--- config.mk ---
export PLATFORM = sky130hd
export DESIGN_NAME = exmem_pipe_reg
export DESIGN_NICKNAME = d
export VERILOG_FILES = /design/src/rtl/exmem_pkg.sv /design/src/rtl/exmem_pipe_reg_store_align_unit.sv /design/src/rtl/exmem_pipe_reg.sv
export SDC_FILE = /design/constraint.sdc
export NUM_CORES = 1
export LEC_CHECK = 0
export ABC_AREA = 1
export ABC_CLOCK_PERIOD_IN_PS = 1400
export CAP_MARGIN = 0
export CORE_MARGIN = 10
export CORE_UTILIZATION = 59
export DETAILED_ROUTE_END_ITERATION = 8
export DONT_BUFFER_PORTS = 1
export PLACE_DENSITY = 0.89
export SYNTH_ARGS = -nofsm -noshare
export SYNTH_HDL_FRONTEND = slang
export SYNTH_HIERARCHICAL = 1
export SYNTH_SLANG_ARGS = --single-unit
export TNS_END_PERCENT = 10
--- constraint.sdc ---
create_clock -name clk -period 1.4 [get_ports clk]
set_input_delay 0.28 -clock clk [delete_from_list [all_inputs] [get_ports clk]]
set_output_delay 0.28 -clock clk [all_outputs]
set_load 0.01 [all_outputs]
--- src/rtl/exmem_pkg.sv ---
// Shared definitions for the EX/MEM pipeline register.
// Contents: store funct3 encodings, the store-size decode, and the packed
// control-bit bundle used on both sides of the register.
package exmem_pkg;

  localparam logic [2:0] F3_SB = 3'b000;
  localparam logic [2:0] F3_SH = 3'b001;
  localparam logic [2:0] F3_SW = 3'b010;
  localparam logic [2:0] F3_SD = 3'b011;

  typedef struct packed {
    logic rdsrc;
    logic memtoreg;
    logic memwrite;
    logic memread;
    logic regwrite;
    logic f_regwrite;
    logic is_float;
  } ex_ctrl_t;

  // Access size in bytes from funct3[1:0]; funct3[2] is judged by the caller.
  function automatic logic [3:0] size_of(input logic [2:0] funct3);
    logic [2:0] base;
    base = {1'b0, funct3[1:0]};
    case (base)
      F3_SB:   size_of = 4'd1;
      F3_SH:   size_of = 4'd2;
      F3_SW:   size_of = 4'd4;
      F3_SD:   size_of = 4'd8;
      default: size_of = 4'd8;
    endcase
  endfunction

endpackage

--- src/rtl/exmem_pipe_reg_store_align_unit.sv ---
// Store lane alignment: byte strobes, active-low bit mask, shifted data, fault.
// Latency: purely combinational. Backpressure: none (no state).
// Ports: off (byte offset in word), funct3, data (LSB-justified) in;
//        byte_en, web, aligned, fault out.
module store_align_unit
  import exmem_pkg::*;
#(
  parameter  int XLEN  = 32,
  localparam int NBYTE = XLEN / 8,
  localparam int OFFW  = $clog2(NBYTE)
) (
  input  logic [OFFW-1:0]  off,
  input  logic [2:0]       funct3,
  input  logic [XLEN-1:0]  data,
  output logic [NBYTE-1:0] byte_en,
  output logic [XLEN-1:0]  web,
  output logic [XLEN-1:0]  aligned,
  output logic             fault
);

  logic [3:0]  sz;
  logic [15:0] mask;
  logic        misalign;

  always_comb begin
    sz       = size_of(funct3);
    // Wide enough that an 8-byte mask does not overflow before truncation.
    mask     = (16'd1 << sz) - 16'd1;
    misalign = (({{(4-OFFW){1'b0}}, off}) & (sz - 4'd1)) != 4'd0;
    fault    = funct3[2] | (sz > 4'(NBYTE)) | misalign;
    byte_en  = fault ? '0 : NBYTE'(mask << off);
    aligned  = fault ? data : (data << {off, 3'b000});
    for (int i = 0; i < XLEN; i++) begin
      web[i] = ~byte_en[i/8];
    end
  end

endmodule

--- src/rtl/exmem_pipe_reg.sv ---
// EX/MEM pipeline register with store alignment, stall (hold) and flush (bubble).
// Latency: 1 cycle EX->MEM. Backpressure: stall holds every output; flush wins over stall.
// Ports: clk/reset/stall/flush; ex_* EX-stage inputs; mem_* registered MEM-stage outputs.
module exmem_pipe_reg
  import exmem_pkg::*;
#(
  parameter  int XLEN  = 32,
  parameter  int RA_W  = 5,
  localparam int NBYTE = XLEN / 8,
  localparam int OFFW  = $clog2(NBYTE)
) (
  input  logic             clk,
  input  logic             reset,
  input  logic             stall,
  input  logic             flush,
  input  logic             ex_valid,
  input  logic [XLEN-1:0]  ex_alu_out,
  input  logic [XLEN-1:0]  ex_pc,
  input  logic [XLEN-1:0]  ex_store_data,
  input  logic [2:0]       ex_funct3,
  input  logic [RA_W-1:0]  ex_write_addr,
  input  logic [RA_W-1:0]  ex_f_write_addr,
  input  logic             ex_rdsrc,
  input  logic             ex_memtoreg,
  input  logic             ex_memwrite,
  input  logic             ex_memread,
  input  logic             ex_regwrite,
  input  logic             ex_f_regwrite,
  input  logic             ex_is_float,
  output logic             mem_valid,
  output logic [XLEN-1:0]  mem_alu_out,
  output logic [XLEN-1:0]  mem_pc,
  output logic [XLEN-1:0]  mem_store_data,
  output logic [XLEN-1:0]  mem_web,
  output logic [NBYTE-1:0] mem_byte_en,
  output logic             mem_store_fault,
  output logic [2:0]       mem_funct3,
  output logic [RA_W-1:0]  mem_write_addr,
  output logic [RA_W-1:0]  mem_f_write_addr,
  output logic             mem_rdsrc,
  output logic             mem_memtoreg,
  output logic             mem_memread,
  output logic             mem_regwrite,
  output logic             mem_f_regwrite,
  output logic             mem_is_float
);

  ex_ctrl_t         ex_ctrl;
  logic [NBYTE-1:0] al_byte_en;
  logic [XLEN-1:0]  al_web;
  logic [XLEN-1:0]  al_data;
  logic             al_fault;

  assign ex_ctrl = '{rdsrc: ex_rdsrc, memtoreg: ex_memtoreg, memwrite: ex_memwrite,
                     memread: ex_memread, regwrite: ex_regwrite,
                     f_regwrite: ex_f_regwrite, is_float: ex_is_float};

  store_align_unit #(.XLEN(XLEN)) u_align (
    .off     (ex_alu_out[OFFW-1:0]),
    .funct3  (ex_funct3),
    .data    (ex_store_data),
    .byte_en (al_byte_en),
    .web     (al_web),
    .aligned (al_data),
    .fault   (al_fault)
  );

  logic             valid_q, valid_d;
  ex_ctrl_t         ctrl_q, ctrl_d;
  logic             fault_q, fault_d;
  logic [NBYTE-1:0] byte_en_q, byte_en_d;
  logic [XLEN-1:0]  web_q, web_d;
  logic [XLEN-1:0]  alu_q, alu_d;
  logic [XLEN-1:0]  pc_q, pc_d;
  logic [XLEN-1:0]  sdata_q, sdata_d;
  logic [2:0]       funct3_q, funct3_d;
  logic [RA_W-1:0]  waddr_q, waddr_d;
  logic [RA_W-1:0]  fwaddr_q, fwaddr_d;

  always_comb begin
    valid_d   = valid_q;
    ctrl_d    = ctrl_q;
    fault_d   = fault_q;
    byte_en_d = byte_en_q;
    web_d     = web_q;
    alu_d     = alu_q;
    pc_d      = pc_q;
    sdata_d   = sdata_q;
    funct3_d  = funct3_q;
    waddr_d   = waddr_q;
    fwaddr_d  = fwaddr_q;
    if (flush || (!stall && !ex_valid)) begin
      // Bubble: kill control only; strobes are masked off by ctrl_q.memwrite.
      valid_d = 1'b0;
      ctrl_d  = '0;
      fault_d = 1'b0;
    end else if (!stall) begin
      valid_d         = 1'b1;
      ctrl_d          = ex_ctrl;
      // memwrite in MEM means "store actually commits"; a faulting store does not.
      ctrl_d.memwrite = ex_memwrite & ~al_fault;
      fault_d         = ex_memwrite & al_fault;
      byte_en_d       = al_byte_en;
      web_d           = al_web;
      alu_d           = ex_alu_out;
      pc_d            = ex_pc;
      sdata_d         = ex_memwrite ? al_data : ex_store_data;
      funct3_d        = ex_funct3;
      waddr_d         = ex_write_addr;
      fwaddr_d        = ex_f_write_addr;
    end
  end

  always_ff @(posedge clk) begin
    if (reset) begin
      valid_q   <= 1'b0;
      ctrl_q    <= '0;
      fault_q   <= 1'b0;
      byte_en_q <= '0;
      web_q     <= '1;
      alu_q     <= '0;
      pc_q      <= '0;
      sdata_q   <= '0;
      funct3_q  <= '0;
      waddr_q   <= '0;
      fwaddr_q  <= '0;
    end else begin
      valid_q   <= valid_d;
      ctrl_q    <= ctrl_d;
      fault_q   <= fault_d;
      byte_en_q <= byte_en_d;
      web_q     <= web_d;
      alu_q     <= alu_d;
      pc_q      <= pc_d;
      sdata_q   <= sdata_d;
      funct3_q  <= funct3_d;
      waddr_q   <= waddr_d;
      fwaddr_q  <= fwaddr_d;
    end
  end

  assign mem_valid        = valid_q;
  assign mem_alu_out      = alu_q;
  assign mem_pc           = pc_q;
  assign mem_store_data   = sdata_q;
  assign mem_web          = web_q | {XLEN{~ctrl_q.memwrite}};
  assign mem_byte_en      = byte_en_q & {NBYTE{ctrl_q.memwrite}};
  assign mem_store_fault  = fault_q;
  assign mem_funct3       = funct3_q;
  assign mem_write_addr   = waddr_q;
  assign mem_f_write_addr = fwaddr_q;
  assign mem_rdsrc        = ctrl_q.rdsrc;
  assign mem_memtoreg     = ctrl_q.memtoreg;
  assign mem_memread      = ctrl_q.memread;
  assign mem_regwrite     = ctrl_q.regwrite;
  assign mem_f_regwrite   = ctrl_q.f_regwrite;
  assign mem_is_float     = ctrl_q.is_float;

endmodule

==> results.md, run 1 <==
- Post CTS Setup Buffer Count: 0
- Site Rows: 43
- Initial antenna violation count: 1
- Clk pwr share: 43.5%
- Vias in the first global route: 7507
- Leak Pwr: 5.42 nW
- Vias per inst: 5.10
- Most frequent cells in the layout: 588 x nand2_1, 241 x nor2_1, 187 x inv_1, 153 x dfxtp_1, 62 x dlygate4sd3_1
- Final hold slack: 0.00472 ns
- RSZ-0062 raised after global routing: yes
- GRT overflow: 0
- Final worst-path cycle share: 98.4%
- Post-Syn Nets: 1527
- Arr. time, crit path: 1.10 ns
- Routed Antenna Nets: 0
- Drt total wl: 25.3 mm
- Chip Width: 138 um
- TritonCTS Buffers: 17
- Clk_lat worst skew: 0.42 ns
- Clock root cell: clkbuf_16
- Sequential fraction of the synthesis area: 37.3%
- Worst Skew: 0 ns
- H-tree levels: 4
- Routability-driven placement congestion ratio: 0.916
- R2R Setup Slk: 0.59 ns
- Critical path required time: 1.12 ns
- Switching power total: 0.00290 W
- Final hold vios: 0
- Worst Setup SP: ctrl_q[4]
- All-Layer GR Usage: 25.2%
- Core ar.: 13800 sq um
- Clock transition at path regs: 0.06 ns
- Syn_area_per_cell: 5.88 sq um
- CP Max Fanout: 25
- P&R area growth vs syn: 14.5%
- Slew at the pin with the worst max-slew slack: 0.597 ns
- Setup tns final: 0 ns
- Final setup viols: 0
- Utilization after layout: 68.5%
- Worst r2r src: mem_store_data[10]
- P_int: 0.00812 W
- Max-slew violations: 0
- Fin crit period: 1.38 ns
- Avg WL per Cell: 15.8 um
- Full die area: 19200 sq um
- Longest Clk Path Bufs: 2
- Dpl cell area: 8220 sq um
- TritonCTS clock tree: done
- Clock sinks: 154
- Yosys warning count: 6
- Cells after DPL: 1507
- #FFs+latches synth: 154
- Cells on Worst Hold Path: 2
- Max_cap viols: 0
- Worst vdd ir: 0.714 mV
- Post-synth cell types: 22
- Largest net degree at the start of global routing: 57
- First-pass GRT wire length: 40.2 mm
- Final net count: 1529
- Residual DRC count: 0
- Fmax: 726 MHz
- Fin cells: 1601
- Startpoint Class: flip-flop
- Worst setup EP type: output port
- Comb power frac: 12.3%
- Cells after Synth: 1406
- Sw frac: 26.3%
- Status: complete, no violations
- Vias after detailed routing: 8162
- I/O pin cnt: 274
- Initial Util: 59.8%
- Initial DRT Pass Iterations: 6
- Most common cell after layout, fill and taps aside: nand2_1
- Hold Crit Start: ex_alu_out[14]
- Sequential power share: 44.1%
- Pwr Density: 1160 nW/um^2
- Chip Height: 138 um
- Reg2reg path depth: 4
- Rel. slew slack: 60.1%
- Synth Cell Area: 8270 sq um
- Port buffer count: 0
- Min-Delay Path Class: input pin to flip-flop
- DP HPWL: 16.7 mm
- Finished Cell Area: 9480 sq um
- DR iter-0 viols: 659
- Share of cells above drive strength 1: 5.70%
- Worst setup path class: flip-flop to output port
[synthesized netlist by cell type]
master,number,area (sq um)
inv_4,1,6.26
dfxtp_1,154,3080
inv_1,193,724
nand3_2,2,20.0
a21oi_1,8,40.0
o21ai_2,1,8.76
buf_4,35,263
o21ai_4,1,16.3
buf_2,33,165
inv_2,2,7.51
nor3_1,9,45.0
buf_6,12,135
nand2_2,1,6.26
buf_1,1,3.75
o21ai_0,1,5.00
nand4_1,32,200
nor2_4,1,11.3
nor2_1,242,908
clkbuf_1,31,116
nand3_1,56,280
nand3_4,1,17.5
nand2_1,589,2210
[sequential cells by signal, summed over array words and instances, names as in the netlist, 3 cells and up]
register	cells
mem_alu_out	32
mem_store_data	32
mem_pc	32
mem_funct3	3
mem_f_write_addr	5
mem_write_addr	5
byte_en_q	4
web_q	32
[critical path, stage by stage, from the launching register on]
cell	delay, ns
dfxtp_4	0.37
buf_12	0.16
nand2_1	0.13
[worst paths after layout]
check,endpoint
worst max-delay path,mem_web[26]
worst min-delay path,mem_alu_out[14]
worst max register to register,mem_store_data[10]
worst min register to register,web_q[13]
[area by class of cell]
class	count	area [sq um]
sequential	154	3090
tap	180	225
fill	1129	4350
timing repair buffer	95	1030
clock buffer	22	474
inverter	196	741
antenna	1	2.50
multi-input combinational	944	3770
clock inverter	9	138
[logic make-up (layout without fill, tap and decap cells)]
logic type / Yosys count / after routing / share of synthesized area, %
other: 0 / 1 / 0
buffers and inverters: 308 / 322 / 17.2
and+or+nand+nor: 933 / 933 / 44.7
DFF: 154 / 154 / 37.3
AOI/OAI and AO/OA: 11 / 11 / 0.847
[power by group through the flow]
stage          registers (W)  clock network [W]  logic, W
3_3_place_gp         0.00496                  0   0.00113
6_report             0.00486            0.00480   0.00136
4_1_cts              0.00487            0.00483   0.00132
2_1_floorplan        0.00488                  0   0.00105
3_5_place_dp         0.00496                  0   0.00116
5_1_grt              0.00489            0.00501   0.00155
[timing repair]
action / CTS / global route
endpoints found under the setup margin: 35 / 29
hold buffers: 61 / 1
hold endpoints to repair: 62 / 1
gates resized for setup: 10 / 0
[per-layer routing]
layer	wire length, um	global-route usage [%]	up-vias
li1	-	-	4094
met1	9160	28.0	3615
met2	12200	41.7	399
met3	3150	10.3	54
met4	770	10.7	0
met5	0	0	-
[metrics by stage]
stage                     total power [W]  setup slack, ns
after floorplan                   0.00594        -0.000505
after global placement            0.00608           0.0306
after detailed placement          0.00613           0.0126
after CTS                          0.0110           0.0139
after global routing               0.0115          -0.0231
final                              0.0110           0.0229
No activity file was read; power rests on OpenSTA's default activity.
==> run 2, diff against run 1 <==
--- a/config.mk
+++ b/config.mk
@@ -13,6 +13,7 @@
 export DETAILED_ROUTE_END_ITERATION = 8
 export DONT_BUFFER_PORTS = 1
 export PLACE_DENSITY = 0.89
+export REMOVE_ABC_BUFFERS = 1
 export SYNTH_ARGS = -nofsm -noshare
 export SYNTH_HDL_FRONTEND = slang
 export SYNTH_HIERARCHICAL = 1
==> run 2 against run 1 <==
Compared with the run above:
- the flow now finishes with violations (negative setup slack)
- global-route usage grew 0.050 points
- wire length grew 1.1%
- first-iteration DRC count grew 6.2%
- register-to-register slack lost 0.09 ns
- non-clock buffer count grew 3
- worst setup slack lost 0.036 ns
- fmax shrank 2.6%
- critical path depth grew 1
- utilization grew 0.60 points
- clock skew is the same
- count of clock-buffer cells in the layout shrank 2
- largest power group unchanged
==> results.md, run 2 (synthesis results as in run 1) <==
- Worst setup EP type: output port
- Fmax: 707 MHz (-2.6%)
- RSZ-0062 raised after global routing: yes
- Drt total wl: 25.6 mm (+1.1%)
- Utilization after layout: 69.1% (+0.60 points)
- Failing checks: negative setup slack
- Clock root cell: clkbuf_16
- Routed Antenna Nets: 0 (unchanged)
- Clock transition at path regs: 0.07 ns (about the same)
- Worst Skew: 0 ns (unchanged)
- CP Max Fanout: 9 (-64%)
- Chip Width: 138 um (unchanged)
- Largest net degree at the start of global routing: 61 (+7.0%)
- Status: finished, violations left
- P&R area growth vs syn: 15.5%
- I/O pin cnt: 274 (unchanged)
- Final hold slack: 0.00953 ns (+0.00482 ns)
- DP HPWL: 15.9 mm (-5.1%)
- Pre-CTS setup slack: -0.0980 ns (-0.111 ns)
- Initial antenna violation count: 1 (unchanged)
- Vias after detailed routing: 8297 (+1.7%)
- Fin crit period: 1.41 ns (+0.0365 ns)
- Rel. slew slack: 51.2% (-8.8 points)
- Worst vdd ir: 0.744 mV (+4.3%)
- Full die area: 19200 sq um (unchanged)
- Routability-driven placement congestion ratio: 0.834 (-8.9%)
- CP cell instances: buf_12, nand2_1, inv_2
- Fill count: 1072 (-5.0%)
- Critical path required time: 1.12 ns (about the same)
- Initial DRT Pass Iterations: 8 (+2)
- Min-Delay Path Class: input pin to flip-flop
- TritonCTS clock tree: done
- Final hold vios: 0 (unchanged)
- All-Layer GR Usage: 25.3% (+0.050 points)
- Vias in the first global route: 7757 (+3.3%)
- Chip Height: 138 um (unchanged)
- Clock sinks: 154 (unchanged)
- Longest Clk Path Bufs: 2 (unchanged)
- Arr. time, crit path: 1.13 ns (+0.03 ns)
- Final setup viols: 6 (+6)
- Port buffer count: 0 (unchanged)
- Most frequent cells in the layout: 565 x nand2_1, 242 x nor2_1, 188 x inv_1, 153 x dfxtp_1, 66 x dlygate4sd3_1
- Vias per inst: 5.17 (+1.4%)
- First-pass GRT wire length: 40.7 mm (+1.3%)
- H-tree levels: 4 (unchanged)
- Crit path max-delay cell type: dfxtp_4
- Final setup margin: -0.0135 ns (-0.0365 ns)
- TritonCTS Buffers: 17 (unchanged)
- Residual DRC count: 0 (unchanged)
- Cells after DPL: 1503 (-0.27%)
- Site Rows: 43 (unchanged)
- Initial Util: 59.8% (unchanged)
- Slew at the pin with the worst max-slew slack: 0.729 ns (+0.132 ns)
- Pwr Density: 1110 nW/um^2 (-4.5%)
- Core ar.: 13800 sq um (unchanged)
- Multi-input logic area: 3830 sq um (+1.5%)
- Buffers & Inverters on Critical Path: 2 (+1)
- GRT overflow: 0 (unchanged)
- Fin cells: 1605 (+0.25%)
- Avg WL per Cell: 15.9 um (+0.86%)
- Final worst-path cycle share: 101% (+2.6 points)
- Sequential Area: 3090 sq um (unchanged)
- Startpoint Class: flip-flop
- Max-slew violations: 0 (unchanged)
- Share of cells above drive strength 1: 7.23% (+1.5 points)
- Final net count: 1532 (+0.20%)
- Max_cap viols: 0 (unchanged)
- Kind of cell adding the most delay to the critical path: flip-flops
- Leak Pwr: 5.44 nW (+0.39%)
- Max incr delay on CP: 0.42 ns (+0.05 ns)
- Worst setup path class: flip-flop to output port
- Clk_lat worst skew: 0.42 ns (about the same)
- Most common cell after layout, fill and taps aside: nand2_1
- DR iter-0 viols: 700 (+6.2%)
run 2: cell count changes in the layout (fill, tap and decap cells not counted), moves of 2 or more:
cell	delta
nand2_1	-23
nand2_2	+23
dlygate4sd3_1	+4
inv_6	+4
buf_4	-3
bufinv_16	-3
clkinvlp_4	+2
run 2: metrics by stage:
step                      setup TNS [ns]  total power, W  cell area [sq um]
final                            -0.0418          0.0106               9560
after detailed placement          -0.532         0.00611               8210
after global placement            -0.475         0.00606               8210
after global routing              -0.747          0.0111               9560
after CTS                         -0.293          0.0106               9510
after floorplan                  -195.15         0.00578               7590
run 2: area by class of cell:
class	instances	area share [%]
Antenna cell	1	0.0262
Clock buffer	20	4.78
Clock inverter	12	1.09
Inverter	196	7.75
Multi-Input combinational cell	944	40.1
Sequential cell	154	32.3
Tap cell	180	2.36
Timing Repair Buffer	98	11.6
run 2: final timing paths:
| check | start | endpoint | slack (ns) | cells past startpoint |
|---|---|---|---|---|
| worst max-delay path | ctrl_q[4] | mem_byte_en[2] | -0.01 | 3 |
| worst min-delay path | ex_pc[29] | mem_pc[29] | 0.01 | 2 |
| worst max register to register | mem_pc[2] | mem_pc[2] | 0.50 | 4 |
| worst min register to register | web_q[11] | web_q[11] | 0.45 | 2 |
run 2: power breakdown:
group	total [W]	switching, W	internal [W]
combinational	0.00138	0.000811	0.000570
clock	0.00437	0.00196	0.00241
sequential	0.00487	0.000260	0.00461
run 2: per-layer routing:
layer	vias up	global-route usage [%]	wire, um
li1	4102	-	-
met1	3642	27.1	8860
met2	479	42.0	12400
met3	74	10.5	3310
met4	0	12.4	1010
met5	-	0	0
run 2: timing repair:
action	4_1_cts	5_1_grt
hold buffers	66	0
pin swaps	0	0
resized for setup	23	8
cloned	1	1
hold endpoints to repair	67	0
buffers inserted	1	0
setup endpoints to repair	33	34
